## src/rtl/alu_pkg.sv

```systemverilog
// Shared op-code definitions for the pipelined ALU, its sequencer and bench.
// Latency: n/a (package only).
// Backpressure: n/a (package only).
package alu_pkg;

    typedef logic [2:0] op_t;

    localparam op_t OP_NOP = 3'b000;
    localparam op_t OP_ADD = 3'b001;
    localparam op_t OP_SUB = 3'b010;
    localparam op_t OP_INC = 3'b011;
    localparam op_t OP_DEC = 3'b100;
    localparam op_t OP_AND = 3'b101;
    localparam op_t OP_XOR = 3'b110;
    localparam op_t OP_NOT = 3'b111;

endpackage

```

## src/rtl/alu_core_nbits.sv

```systemverilog
// Combinational WIDTH-bit ALU: result, carry/borrow and signed overflow per op.
// Latency: 0 cycles (pure combinational).
// Backpressure: none; the enclosing pipeline decides when the result is captured.
import alu_pkg::*;

module alu_core_nbits #(
    parameter int WIDTH = 8
) (
    input  op_t              i_op,
    input  logic [WIDTH-1:0] i_a,
    input  logic [WIDTH-1:0] i_b,
    output logic [WIDTH-1:0] o_r,
    output logic             o_carry,
    output logic             o_ovf
);

    logic [WIDTH-1:0] w_opnd;
    logic [WIDTH:0]   w_sum;
    logic [WIDTH:0]   w_diff;

    // INC/DEC reuse the adder/subtractor with a constant 1 as second operand.
    assign w_opnd = (i_op == OP_INC || i_op == OP_DEC) ? {{(WIDTH-1){1'b0}}, 1'b1} : i_b;
    assign w_sum  = {1'b0, i_a} + {1'b0, w_opnd};
    // Top bit of the extended difference is the borrow (a < operand, unsigned).
    assign w_diff = {1'b0, i_a} - {1'b0, w_opnd};

    // Select result and flags; logic ops and NOP never raise carry or overflow.
    always_comb begin
        o_r     = '0;
        o_carry = 1'b0;
        o_ovf   = 1'b0;
        case (i_op)
            OP_ADD, OP_INC: begin
                o_r     = w_sum[WIDTH-1:0];
                o_carry = w_sum[WIDTH];
                o_ovf   = (i_a[WIDTH-1] == w_opnd[WIDTH-1]) && (w_sum[WIDTH-1] != i_a[WIDTH-1]);
            end
            OP_SUB, OP_DEC: begin
                o_r     = w_diff[WIDTH-1:0];
                o_carry = w_diff[WIDTH];
                o_ovf   = (i_a[WIDTH-1] != w_opnd[WIDTH-1]) && (w_diff[WIDTH-1] != i_a[WIDTH-1]);
            end
            OP_AND:  o_r = i_a & i_b;
            OP_XOR:  o_r = i_a ^ i_b;
            OP_NOT:  o_r = ~i_a;
            default: o_r = '0;
        endcase
    end

endmodule

```

## src/rtl/alu_pipe_nbits.sv

```systemverilog
// Two-stage valid/ready ALU pipeline with sticky overflow; ALU_ACC_EN adds an accumulator operand.
// Latency: 2 cycles from accept to out_valid; 1 op/cycle sustained.
// Backpressure: out_ready low freezes stage 2; stage 1 fills, then in_ready drops (no path from in_valid).
import alu_pkg::*;

module alu_pipe_nbits #(
    parameter int WIDTH  = 8,
    parameter int STICKY = 1
) (
    input  logic             i_clk,
    input  logic             i_reset,
    input  logic             i_in_valid,
    output logic             o_in_ready,
    input  op_t              i_op,
    input  logic [WIDTH-1:0] i_a,
    input  logic [WIDTH-1:0] i_b,
    input  logic             i_acc_sel,
    output logic             o_out_valid,
    input  logic             i_out_ready,
    output logic [WIDTH-1:0] o_r,
    output logic             o_carry,
    output logic             o_ovf,
    output logic             o_ovf_sticky,
    input  logic             i_clr_sticky
);

    logic             r_s1_vld;
    op_t              r_s1_op;
    logic [WIDTH-1:0] r_s1_a;
    logic [WIDTH-1:0] r_s1_b;
    logic             r_out_vld;
    logic [WIDTH-1:0] r_r;
    logic             r_carry;
    logic             r_ovf;
    logic             r_sticky;

    logic             w_adv2;
    logic             w_accept;
    logic             w_move;
    logic             w_deliver;
    logic [WIDTH-1:0] w_core_a;
    logic [WIDTH-1:0] w_core_r;
    logic             w_core_carry;
    logic             w_core_ovf;

    assign w_adv2     = !r_out_vld || i_out_ready;
    assign o_in_ready = !r_s1_vld || w_adv2;
    assign w_accept   = i_in_valid && o_in_ready;
    assign w_move     = r_s1_vld && w_adv2;
    assign w_deliver  = r_out_vld && i_out_ready;

`ifdef ALU_ACC_EN
    logic             r_s1_acc_sel;
    logic [WIDTH-1:0] r_acc;
    logic [WIDTH-1:0] w_acc_fwd;

    // The predecessor is either still in stage 2 (pending) or already folded into acc.
    assign w_acc_fwd = r_out_vld ? r_r : r_acc;
    assign w_core_a  = r_s1_acc_sel ? w_acc_fwd : r_s1_a;

    // Accumulator follows every delivered result.
    always_ff @(posedge i_clk) begin
        if (i_reset) begin
            r_s1_acc_sel <= 1'b0;
            r_acc        <= '0;
        end else begin
            if (w_accept)  r_s1_acc_sel <= i_acc_sel;
            if (w_deliver) r_acc        <= r_r;
        end
    end
`else
    logic w_unused_acc_sel;

    assign w_unused_acc_sel = i_acc_sel;
    assign w_core_a         = r_s1_a;
`endif

    alu_core_nbits #(.WIDTH(WIDTH)) u_core (
        .i_op    (r_s1_op),
        .i_a     (w_core_a),
        .i_b     (r_s1_b),
        .o_r     (w_core_r),
        .o_carry (w_core_carry),
        .o_ovf   (w_core_ovf)
    );

    // Stage 1: capture the offered operation; drain into stage 2 when it can advance.
    always_ff @(posedge i_clk) begin
        if (i_reset) begin
            r_s1_vld <= 1'b0;
            r_s1_op  <= OP_NOP;
            r_s1_a   <= '0;
            r_s1_b   <= '0;
        end else if (w_accept) begin
            r_s1_vld <= 1'b1;
            r_s1_op  <= i_op;
            r_s1_a   <= i_a;
            r_s1_b   <= i_b;
        end else if (w_move) begin
            r_s1_vld <= 1'b0;
        end
    end

    // Stage 2: register the evaluated result; hold it steady while the consumer stalls.
    always_ff @(posedge i_clk) begin
        if (i_reset) begin
            r_out_vld <= 1'b0;
            r_r       <= '0;
            r_carry   <= 1'b0;
            r_ovf     <= 1'b0;
        end else if (w_move) begin
            r_out_vld <= 1'b1;
            r_r       <= w_core_r;
            r_carry   <= w_core_carry;
            r_ovf     <= w_core_ovf;
        end else if (w_deliver) begin
            r_out_vld <= 1'b0;
        end
    end

    // Sticky overflow counts delivered results only; a clear beats a same-cycle set.
    always_ff @(posedge i_clk) begin
        if (i_reset || i_clr_sticky) begin
            r_sticky <= 1'b0;
        end else if (STICKY != 0 && w_deliver && r_ovf) begin
            r_sticky <= 1'b1;
        end
    end

    assign o_out_valid  = r_out_vld;
    assign o_r          = r_r;
    assign o_carry      = r_carry;
    assign o_ovf        = r_ovf;
    assign o_ovf_sticky = r_sticky;

endmodule
```

## config.mk

```make
export PLATFORM = sky130hd
export DESIGN_NAME = alu_pipe_nbits
export DESIGN_NICKNAME = d
export VERILOG_FILES = /design/src/rtl/alu_pkg.sv /design/src/rtl/alu_core_nbits.sv /design/src/rtl/alu_pipe_nbits.sv
export SDC_FILE = /design/constraint.sdc
export NUM_CORES = 1
export LEC_CHECK = 0
export CAP_MARGIN = 10
export CORE_MARGIN = 2
export CORE_UTILIZATION = 42
export DETAILED_ROUTE_END_ITERATION = 7
export PLACE_DENSITY = 0.7
export SYNTH_ARGS = -nofsm -noshare
export SYNTH_HDL_FRONTEND = slang
export SYNTH_SLANG_ARGS = --single-unit
```

## constraint.sdc

```tcl
create_clock -name i_clk -period 4.1 [get_ports i_clk]
set_input_delay 1.025 -clock i_clk [delete_from_list [all_inputs] [get_ports i_clk]]
set_output_delay 1.025 -clock i_clk [all_outputs]
set_load 0.1 [all_outputs]
```

==> summary.md <==
| Metric | Value |
|---|---|
| Status | `complete, no violations` |
| CP endpoint kind | `flop` |
| First-pass GRT wire length | `10,000 microns` |
| Unrepaired setup endpoints after global routing | `false` |
| Reg-to-Reg Start | `r_s1_op[0]` |
| Final cycle utilization of the critical path | `0.807` |
| Via count of the first global-routing pass | `2,115` |
| Initial core utilization | `0.430` |
| Antenna diode count | `0` |
| Detailed-route wire length per cell | `14.3 microns` |
| Clock latency on the worst-skew pair | `0.29 ns` |
| Share of flip-flops with an asynchronous set or reset | `0` |
| Critical Path RT | `4.30 ns` |
| Clock tree from TritonCTS | `yes` |
| Met3 wire length | `201 microns` |
| Arrival time of data at the critical path endpoint | `3.51 ns` |
| FF-to-FF setup slack | `0.79 ns` |
| IR Drop Worst-Case VDD | `0.000160 V` |
| Largest net degree at the start of global routing | `34` |
| Fmax | `302 MHz` |
| Metal-1 WL | `2910 microns` |
| Uppermost layer routed | `met4` |
| Netlist area before placement | `2520 sq um` |
| Endpoint with the worst hold slack | `o_r[5]` |
| RePlAce Congestion | `0.909` |
| Worst stage delay on the critical path | `0.82 ns` |
| Share of the core filled with cells | `0.503` |
| Routed WL | `6060 microns` |
| Launch point of the worst hold path | `o_r[5]` |
| CTS Buf Count | `5` |
| Pleak | `0.00122 uW` |
| Vias | `2,305` |
| Area of the multi-input gates | `1660 sq um` |
| Buffer depth of the longest clock path | `2` |
| Max-cap violation count | `0` |
| Boundary pin count | `38` |
| Remaining max-slew budget at the tightest pin | `0.349` |
| Setup TNS | `0 ns` |
| Clock sink count | `32` |
| Floorplan die area | `6630 sq um` |
| Share of post-route cells with drive strength above 1 | `0.0745` |
| Number of endpoints failing setup at the final stage | `0` |
| Total congestion overflow | `0` |
| Max Slew Vio Count | `0` |
| Crit path kind | `flop to flop` |
| CP Buf/Inv Count | `1` |
| Post-cts resize count | `0` |
| CTS H-tree lvls | `2` |
| Net count reported at finish | `402` |
| Highest-count cells in the layout ignoring fill and taps | `64 x nand2_1, 35 x a21oi_1, 35 x clkdlybuf4s50_1, 32 x dfxtp_1, 26 x ha_1` |
| Depth of the worst register-to-register path | `11` |
| Clock root cell | `clkbuf_8` |
| Path category of the worst min-delay check | `flop to flop` |
| Worst hold path stage count | `2` |
| Syn Area/Cell | `7.85 sq um` |
| Placed wire-length estimate | `4570 microns` |
| Via/cell ratio | `5.44` |
| Slowest stage cell on the critical path | `dfxtp_1` |
| Power density over the cells | `285 nW/um^2` |
| Fin crit period | `3.31 ns` |
| Largest fanout on the critical path | `21` |
| Area occupied by registers | `641 sq um` |
| Synth unique cells | `65` |
| Number of buffer cells added on primary ports | `36` |
| Width of the die | `81.4 microns` |
| Cell Count, Final, Fillers Out | `424` |
| All-Layer GR Usage | `0.195` |
| Number of DRC violations after detailed-routing iteration 0 | `155` |
| Critical Path Start Type | `flop` |
| ANT nets after route | `0` |
| Top_reg_cell synth | `dfxtp_1` |
| CTS clock-pin slew for the worst setup and hold paths | `0.07 ns` |
| Count of flip-flops with a built-in enable after synthesis | `0` |
| Most common library cell in the layout ignoring fill and taps | `nand2_1` |
| Area Overhead vs Synth | `16.8%` |
| Placeable core region | `5850 sq um` |
| Cts-stage hold buffer count | `0` |
| Fill cells | `586` |
| Mapped Cells | `321` |
| Number of register bits inferred by synthesis | `32` |
| Cells traversed along the worst timing path | `nor2_1, a21oi_1, buf_4, nand2_1, ha_1, and2_2, a221oi_2, nor2b_1, o21ai_1, a222oi_1, a211oi_1` |
| Length of routed met2 wiring | `2820 microns` |
| Post-synth net total | `374` |
| Total placed cells including tap cells | `417` |
| Setup Buffers After CTS | `0` |
| Yosys warns | `0` |
| Post-route DRC violation count | `0` |
| Crit Reg-Reg Endpoint | `o_carry` |
| Die extent in y | `81.4 microns` |
| Final hold violation count | `0` |
| Worst setup skew after layout | `0.00631 ns` |
| Length of the first detailed-routing pass in iterations | `4` |
| Cell family with most CP delay | `compound AO/OA/AOI/OAI gates` |
| Sequential share of the synthesized area | `0.254` |
| Initial antenna violation count | `0` |
| # rows | `28` |
| Worst-Margin Slew | `0.974 ns` |
## registers in the layout, summed over array words and instances (netlist names)
signal,flops
r_s1_vld,1
o_out_valid,1
r_s1_b,8
r_s1_op,3
o_carry,1
r_s1_a,8
o_ovf_sticky,1
o_r,8
o_ovf,1
## routing by layer
metal,up-vias,GRT usage
met1,1069,0.259
met4,0,0.0678
met2,52,0.325
met3,8,0.0275
li1,1176,-
met5,-,0
## worst max-delay path by stage
stage                     slack [ns]  cells after the start       to       start
after floorplan                 1.15                     12   o_r[4]  r_s1_op[0]
after global placement          0.91                     10   o_r[6]  r_s1_op[0]
after detailed placement        0.83                     11  o_carry  r_s1_op[0]
after CTS                       0.82                     11  o_carry  r_s1_op[0]
after global routing            0.52                     10   o_r[6]  r_s1_op[0]
final                           0.79                     11  o_carry  r_s1_op[0]
## cells in the mapped netlist (2+ instances only)
library cell	number	area share
nand2_1	64	0.095
a21oi_1	35	0.070
dfxtp_1	32	0.25
ha_1	26	0.13
nor2_1	22	0.033
inv_1	20	0.030
nor2b_1	9	0.022
nand2b_1	7	0.017
o21ai_0	7	0.014
o21ai_1	6	0.012
clkbuf_1	5	0.0075
mux2i_1	5	0.020
buf_2	4	0.0079
o21bai_1	4	0.012
o22ai_1	4	0.0099
a211oi_1	3	0.0089
a21o_1	3	0.0089
a221oi_1	3	0.010
clkbuf_8	3	0.016
xor2_1	3	0.010
a221oi_2	2	0.012
a22o_1	2	0.0070
a22oi_1	2	0.0060
and3_1	2	0.0050
buf_4	2	0.0060
buf_6	2	0.0089
clkbuf_2	2	0.0040
fa_1	2	0.016
mux4_2	2	0.018
nor3_1	2	0.0040
o211ai_1	2	0.0060
## cell type report
type	instances	area share
Clock buffer	5	0.0234
Multi-Input combinational cell	250	0.565
Inverter	20	0.0255
Timing Repair Buffer	40	0.132
Sequential cell	32	0.218
Tap cell	75	0.0319
Clock inverter	2	0.00425
## kinds of logic (layout without fill, tap and decap cells)
group	after synthesis	in the layout	synth area share
compound gates	94	94	0.253
xor+xnor	3	3	0.0104
fa+ha+maj	28	28	0.145
buf+inv	39	67	0.0849
flops	32	32	0.254
mux	8	8	0.0422
simple gates	117	117	0.210
## worst reg2reg max path, cell delays in order (launching register included)
cell and delay (ns):
dfxtp_1 0.82, nor2_1 0.11, a21oi_1 0.36, buf_4 0.21
nand2_1 0.07, ha_1 0.43, and2_2 0.29, a221oi_2 0.37
nor2b_1 0.09, o21ai_1 0.12, a222oi_1 0.10, a211oi_1 0.24
## power by group
group / switching (uW) / internal [uW] / total, uW
registers: 20.8 / 326 / 346
logic: 148 / 105 / 253
clock network: 124 / 115 / 239
total: 293 / 546 / 839
## stage by stage
| step | instance area, sq um | hold slack [ns] | total power (uW) | worst slack (ns) |
|---|---|---|---|---|
| 3_5_place_dp | 2860 | 0.446 | 603 | 0.828 |
| 2_1_floorplan | 2520 | 0.445 | 542 | 1.15 |
| 4_1_cts | 2940 | 0.456 | 840 | 0.823 |
| 3_3_place_gp | 2860 | 0.440 | 595 | 0.911 |
| 6_report | 2940 | 0.452 | 839 | 0.792 |
| 5_1_grt | 2940 | 0.485 | 885 | 0.517 |
Note: power is estimated with default switching activity, not from simulation.
